<file path="config.mk">
export PLATFORM = sky130hd
export DESIGN_NAME = apb_master_bridge
export DESIGN_NICKNAME = d
export VERILOG_FILES = /design/src/rtl/apb_master_bridge.sv
export SDC_FILE = /design/constraint.sdc
export NUM_CORES = 1
export LEC_CHECK = 0
export ABC_AREA = 1
export BUFFER_PORTS_ARGS = -buffer_cell sky130_fd_sc_hd__buf_2
export CAP_MARGIN = 20
export CELL_PAD_IN_SITES_DETAIL_PLACEMENT = 1
export CELL_PAD_IN_SITES_GLOBAL_PLACEMENT = 2
export CORE_MARGIN = 2
export CORE_UTILIZATION = 23
export CTS_CLUSTER_SIZE = 30
export DETAILED_ROUTE_END_ITERATION = 12
export PLACE_DENSITY_LB_ADDON = 0.1
export SLEW_MARGIN = 5
export SYNTH_ARGS = -nofsm -noshare
export SYNTH_HDL_FRONTEND = slang
export SYNTH_SLANG_ARGS = --single-unit
</file>
<file path="constraint.sdc">
create_clock -name clk -period 2.3 [get_ports clk]
set_clock_uncertainty 0.05 [all_clocks]
set_input_delay 0.46 -clock clk [delete_from_list [all_inputs] [get_ports clk]]
set_output_delay 0.46 -clock clk [all_outputs]
set_load 0.05 [all_outputs]
</file>
<file path="src/rtl/apb_master_bridge.sv">
// Single-outstanding APB master: turns a valid/ready command stream into APB transfers
// and returns one registered response (read data, slave error, timeout) per command.
module apb_master_bridge #(
  parameter int unsigned ADDR_W  = 8,
  parameter int unsigned DATA_W  = 32,
  parameter int unsigned TIMEOUT = 16
) (
  input  logic              clk,
  input  logic              rst,
  // command stream
  input  logic              cmd_valid,
  output logic              cmd_ready,
  input  logic              cmd_write,
  input  logic [ADDR_W-1:0] cmd_addr,
  input  logic [DATA_W-1:0] cmd_wdata,
  // response stream
  output logic              rsp_valid,
  input  logic              rsp_ready,
  output logic [DATA_W-1:0] rsp_rdata,
  output logic              rsp_err,
  output logic              rsp_timeout,
  // APB
  output logic              psel,
  output logic              penable,
  output logic              pwrite,
  output logic [ADDR_W-1:0] paddr,
  output logic [DATA_W-1:0] pwdata,
  input  logic              pready,
  input  logic [DATA_W-1:0] prdata,
  input  logic              pslver
);

  localparam int unsigned CntW = (TIMEOUT > 0) ? $clog2(TIMEOUT + 1) : 1;
  localparam bit TimeoutEn = (TIMEOUT != 0);
  // Counter value seen during the final permitted ACCESS cycle.
  localparam logic [CntW-1:0] WaitLast = (TIMEOUT > 0) ? CntW'(TIMEOUT - 1) : '0;

  typedef enum logic [1:0] {StIdle, StSetup, StAccess} state_e;

  state_e            state_q, state_d;
  logic [CntW-1:0]   wait_q, wait_d;
  logic              psel_q, psel_d;
  logic              penable_q, penable_d;
  logic              pwrite_q, pwrite_d;
  logic [ADDR_W-1:0] paddr_q, paddr_d;
  logic [DATA_W-1:0] pwdata_q, pwdata_d;
  logic              rsp_valid_q, rsp_valid_d;
  logic [DATA_W-1:0] rsp_rdata_q, rsp_rdata_d;
  logic              rsp_err_q, rsp_err_d;
  logic              rsp_timeout_q, rsp_timeout_d;

  assign cmd_ready = (state_q == StIdle) && (!rsp_valid_q || rsp_ready);

  always_comb begin
    state_d       = state_q;
    wait_d        = wait_q;
    psel_d        = psel_q;
    penable_d     = penable_q;
    pwrite_d      = pwrite_q;
    paddr_d       = paddr_q;
    pwdata_d      = pwdata_q;
    rsp_valid_d   = rsp_valid_q && !rsp_ready;
    rsp_rdata_d   = rsp_rdata_q;
    rsp_err_d     = rsp_err_q;
    rsp_timeout_d = rsp_timeout_q;

    case (state_q)
      StIdle: begin
        if (cmd_valid && cmd_ready) begin
          pwrite_d  = cmd_write;
          paddr_d   = cmd_addr;
          pwdata_d  = cmd_wdata;
          psel_d    = 1'b1;
          penable_d = 1'b0;
          wait_d    = '0;
          state_d   = StSetup;
        end
      end
      StSetup: begin
        penable_d = 1'b1;
        wait_d    = '0;
        state_d   = StAccess;
      end
      StAccess: begin
        if (pready) begin
          rsp_valid_d   = 1'b1;
          rsp_rdata_d   = pwrite_q ? '0 : prdata;
          rsp_err_d     = pslver;
          rsp_timeout_d = 1'b0;
          psel_d        = 1'b0;
          penable_d     = 1'b0;
          state_d       = StIdle;
        end else if (TimeoutEn && (wait_q == WaitLast)) begin
          rsp_valid_d   = 1'b1;
          rsp_rdata_d   = '0;
          rsp_err_d     = 1'b1;
          rsp_timeout_d = 1'b1;
          psel_d        = 1'b0;
          penable_d     = 1'b0;
          state_d       = StIdle;
        end else begin
          wait_d = wait_q + 1'b1;
        end
      end
      default: begin
        psel_d    = 1'b0;
        penable_d = 1'b0;
        state_d   = StIdle;
      end
    endcase
  end

  always_ff @(posedge clk) begin
    if (rst) begin
      state_q       <= StIdle;
      wait_q        <= '0;
      psel_q        <= 1'b0;
      penable_q     <= 1'b0;
      pwrite_q      <= 1'b0;
      paddr_q       <= '0;
      pwdata_q      <= '0;
      rsp_valid_q   <= 1'b0;
      rsp_rdata_q   <= '0;
      rsp_err_q     <= 1'b0;
      rsp_timeout_q <= 1'b0;
    end else begin
      state_q       <= state_d;
      wait_q        <= wait_d;
      psel_q        <= psel_d;
      penable_q     <= penable_d;
      pwrite_q      <= pwrite_d;
      paddr_q       <= paddr_d;
      pwdata_q      <= pwdata_d;
      rsp_valid_q   <= rsp_valid_d;
      rsp_rdata_q   <= rsp_rdata_d;
      rsp_err_q     <= rsp_err_d;
      rsp_timeout_q <= rsp_timeout_d;
    end
  end

  assign psel        = psel_q;
  assign penable     = penable_q;
  assign pwrite      = pwrite_q;
  assign paddr       = paddr_q;
  assign pwdata      = pwdata_q;
  assign rsp_valid   = rsp_valid_q;
  assign rsp_rdata   = rsp_rdata_q;
  assign rsp_err     = rsp_err_q;
  assign rsp_timeout = rsp_timeout_q;

endmodule

</file>
-- After elaboration in Yosys (flattened, before gate mapping)
Index checks and enable logic that the tools add are counted.
- muxes and demuxes: 23
- equality and inequality tests: 7
- $lt $le $gt $ge: 0
- bitwise gates (word level): 1
- reductions and logical operators: 14
- shift operators: 0
- $mul: 0
- divide/modulo/power cells: 0
- add/subtract/negate cells: 1
- operator list (operator ; number):
    $mux W32 ; 3
    $mux W5 ; 3
    $pmux W5 S3 ; 1
    $mux W1 ; 10
    $mux W2 ; 3
    $pmux W1 S3 ; 2
    $pmux W2 S3 ; 1
    $reduce_and A2 Y1 ; 3
    $add A5 B1 Y5 const B ; 1
    $eq A5 B4 Y1 const B ; 1
    $ne A2 B2 Y1 const B ; 2
    $reduce_and A4 Y1 ; 1
    $logic_and A1 B1 Y1 ; 3
    $ne A3 B3 Y1 const B ; 1
    $reduce_and A3 Y1 ; 1
    $reduce_bool A3 Y1 ; 1
    $eq A2 B1 Y1 const B ; 1
    $eq A2 B2 Y1 const B ; 1
    $logic_not A1 Y1 ; 2
    $logic_not A2 Y1 ; 1
    $ne A2 B1 Y1 const B ; 1
    $reduce_bool A2 Y1 ; 1
    $logic_or A1 B1 Y1 ; 1
    $not A1 Y1 ; 1
- word-level logic and storage cells: 57
- bits in latches: 0
- RAM bits: 0
- flip-flop bits (word level): 85
- memory bits (read-only): 0
- memories kept: 0
- input port bits: 79

-- Longest topological paths before layout
- depth in word-level cells: 6
- depth in mapped cells: 12
- depth with buffers taken out: 12

-- Worst setup path before layout
Ideal clock, no wire load.
- path kind: register to register
- from: reg rsp_valid_q (netlist: rsp_valid)
- to: reg paddr_q[0] (netlist: paddr[0])
- setup slack: 0.610 ns
- required time: 2.118 ns
- cell stages (with the launch flop): 9
- path buffers: 1
- setup time: 0.132 ns
- arrival time: 1.508 ns
- period minus slack after synthesis: 1.690 ns
- path through: dfxtp_1 > inv_1 > nor2_1 > nor2_4 > nand2_2 > clkinv_2 > buf_6 > nand2_1 > a21oi_1
- cells in the longest elaborated chain, start to end: 5
- RTL lines (item ; line ; RTL):
    start: declaration ; 47 ; logic rsp_valid_q, rsp_valid_d;
    start signal: assignment ; 134 ; rsp_valid_q <= rsp_valid_d;
    $logic_not A1 Y1 ; 52 ; assign cmd_ready = (state_q == StIdle) && (!rsp_valid_q || rsp_ready);
    $logic_or A1 B1 Y1 ; 52 ;
    $logic_and A1 B1 Y1 ; 52 ;
    net cmd_ready ; 12 ; output logic cmd_ready,
    $logic_and A1 B1 Y1 ; 69 ; if (cmd_valid && cmd_ready) begin
    $reduce_and A2 Y1 (no line) ; n/a ;
    end signal: assignment ; 132 ; paddr_q <= paddr_d;
    end: declaration ; 45 ; logic [ADDR_W-1:0] paddr_q, paddr_d;
The timed path passes the listed nets, and every way through them passes these cells.
A chain may end at the register's enable or synchronous reset.

==> results.ini <==
[cts]
clockBufferDepth=2
path_clk_slew_ns=0.06
clk_latency_ns=0.34
cts.htree.levels=3
cts_tree=yes
numCtsBuffers=9
cts_num_sinks=84
cts_resized=0
cts_root_buf=clkbuf_16
cts_hold_buf=0
post_cts_buffers=0

[pwr]
p_leak_nw=2.03
p_per_area_nw_per_um2=887
peakVddDrop_v=0.000270
p_total_mw=3.87

[sta]
finalMaxSlewViolations=0
fmax_mhz=551
setup_viol=0
slew_headroom=0.698
fin_crit_sh=0.788
setup_tns_ns=0
period_minus_slack_ns=1.81
final_hold_viol_count=0
rsz0062_at_grt=no
worst_pin_slew_ns=0.452

[floorplan]
coreArea_um2=13200
io_pins=158
die_x_um=120
die_h_um=120
initial_core_util=0.235
rows=42
die_area_um2=14400

[setup_path]
crit_path_max_fanout=4
worstSetupPathDepth=4
critPathSlowestCell=dfxtp_1
r2r_cells=12
path_cells=nor2_2 -> inv_2 -> nor2_4 -> buf_2
path_buf_inv=2
end_kind=output pin
arrival_ns=1.30
crit_family=flip-flops
crit_path_start_kind=flop
slowest_delay_ns=0.36
cp.required_ns=1.79
crit_type=flop to output pin

[synthesis]
synth.cell_area_um2=3100
syn_area_per_cell_um2=7.71
synthTopCellsByArea=dfxtp_1 (54%), nand2_1 (20%), a21oi_1 (13%)
mappedNetlistNets=483
synth_top_cell_by_area=dfxtp_1
synth_warnings=0
synth-seq-cells=84
synth_cell_type_count=24
synth_top_area_frac=0.543
netlist_instances=402
yosysSeqAreaShare=0.543

[placement]
placed_cell_area_um2=4020
dp_hpwl_um=7030
gp_congestion=0.758
port_buffers=157
dp.cells=719

[global_route]
grt_use_total=0.141
grt_max_degree=42
first_global_vias=3183
overflow=0
antenna_found_initial=0
grt_pass1_wl_um=15900

[drt]
ant_nets=0
drc=0
drt_iter0_drc=82
wl_um=9940
wire_per_inst_um=13.5
viasPerCell=4.21
drt_first_pass_iters=3
num_vias=3094

[finish]
layout.nets=635
area_delta_synth_final_pct=40.6
antennaDiodeCount=0
stdcell_area_um2=4360
final_util=0.330
drive_gt1_frac=0.336
fin_cells=735

[min_path]
hold_path_class=primary input to flop
hold_depth=3

[flow_run]
drv_cap=0

[run_status]
status=finished clean

-- synth_stat cells --
cell type	number
buf_1	4
buf_6	4
clkinv_2	1
nand3_1	4
nor3_1	1
or2_0	2
ha_1	2
buf_2	8
inv_1	15
buf_4	3
inv_2	2
dfxtp_1	84
nor2_4	3
nor2_1	11
clkbuf_1	4
o21ai_0	2
o21ai_2	1
nand4_1	1
a21oi_1	80
or2_1	1
nand2_2	1
nor2_2	1
o21ai_1	1
nand2_1	166
-- per-layer routing --
metal / up-vias / wire length (µm) / global-route usage
met1: 1422 / 4380 / 0.172
met5: - / 0 / 0
met3: 9 / 802 / 0.0509
met4: 0 / 143 / 0.0551
met2: 92 / 4610 / 0.227
li1: 1571 / - / -
-- registers in the layout (all words and copies together) (netlist names) --
register / count
rsp_rdata: 32
rsp_timeout: 1
state_q: 1
penable: 1
paddr: 8
rsp_err: 1
pwdata: 32
wait_q: 5
psel: 1
pwrite: 1
rsp_valid: 1
-- worst paths after layout --
path | start | endpoint | slack (ns)
setup / recovery | penable | cmd_ready | 0.49
hold / removal | cmd_wdata[19] | pwdata[19] | 0.31
setup reg to reg | wait_q[0] | wait_q[4] | 0.51
hold reg to reg | rsp_err | rsp_err | 0.39
-- where the power goes --
part / leakage [nW] / switching [mW] / internal [mW]
Sequential: 0.685 / 0.0432 / 1.53
Clock: 0.162 / 0.594 / 1.04
Combinational: 1.18 / 0.481 / 0.173
Total: 2.03 / 1.12 / 2.75
-- placed cells by master (no fill, tap or decap), drive strengths merged --
| cell type | synthesis | final |
|---|---|---|
| nand4 | 1 | 1 |
| nand3 | 4 | 4 |
| nand2 | 167 | 167 |
| or2 | 3 | 3 |
| ha | 2 | 2 |
| inv | 17 | 17 |
| bufinv | 0 | 2 |
| nor3 | 1 | 1 |
| o21ai | 4 | 4 |
| a21oi | 80 | 80 |
| dfxtp | 84 | 84 |
| buf | 19 | 164 |
| clkinv | 1 | 1 |
| clkinvlp | 0 | 1 |
| clkbuf | 4 | 13 |
| nor2 | 15 | 15 |
-- layout make-up --
class                           instances  area (µm²)
Fill cell                            1636        8830
Sequential cell                        84        1680
Multi-Input combinational cell        277        1210
Timing Repair Buffer                  164         838
Clock buffer                           13         270
Tap cell                              176         220
Inverter                               18        68.8
Clock inverter                          3        67.6
-- cells by family after synthesis --
logic type,after synthesis,synth area share
DFF,84,0.543
AOI/OAI and AO/OA,84,0.137
buffers and inverters,41,0.0666
and+or+nand+nor,191,0.246
adders and majority gates,2,0.00808
-- worst min-delay path, stage by stage --
cell     delay [ns]
buf_2          0.09
nand2_1        0.05
a21oi_1        0.05
-- per-stage QoR --
step           worst slack (ns)  hold slack, ns
6_report                  0.487           0.313
5_1_grt                   0.314           0.308
2_1_floorplan             0.610           0.405
3_3_place_gp              0.552           0.384
4_1_cts                   0.457           0.300
3_5_place_dp              0.473           0.392
No activity file was read; power rests on OpenSTA's default activity.
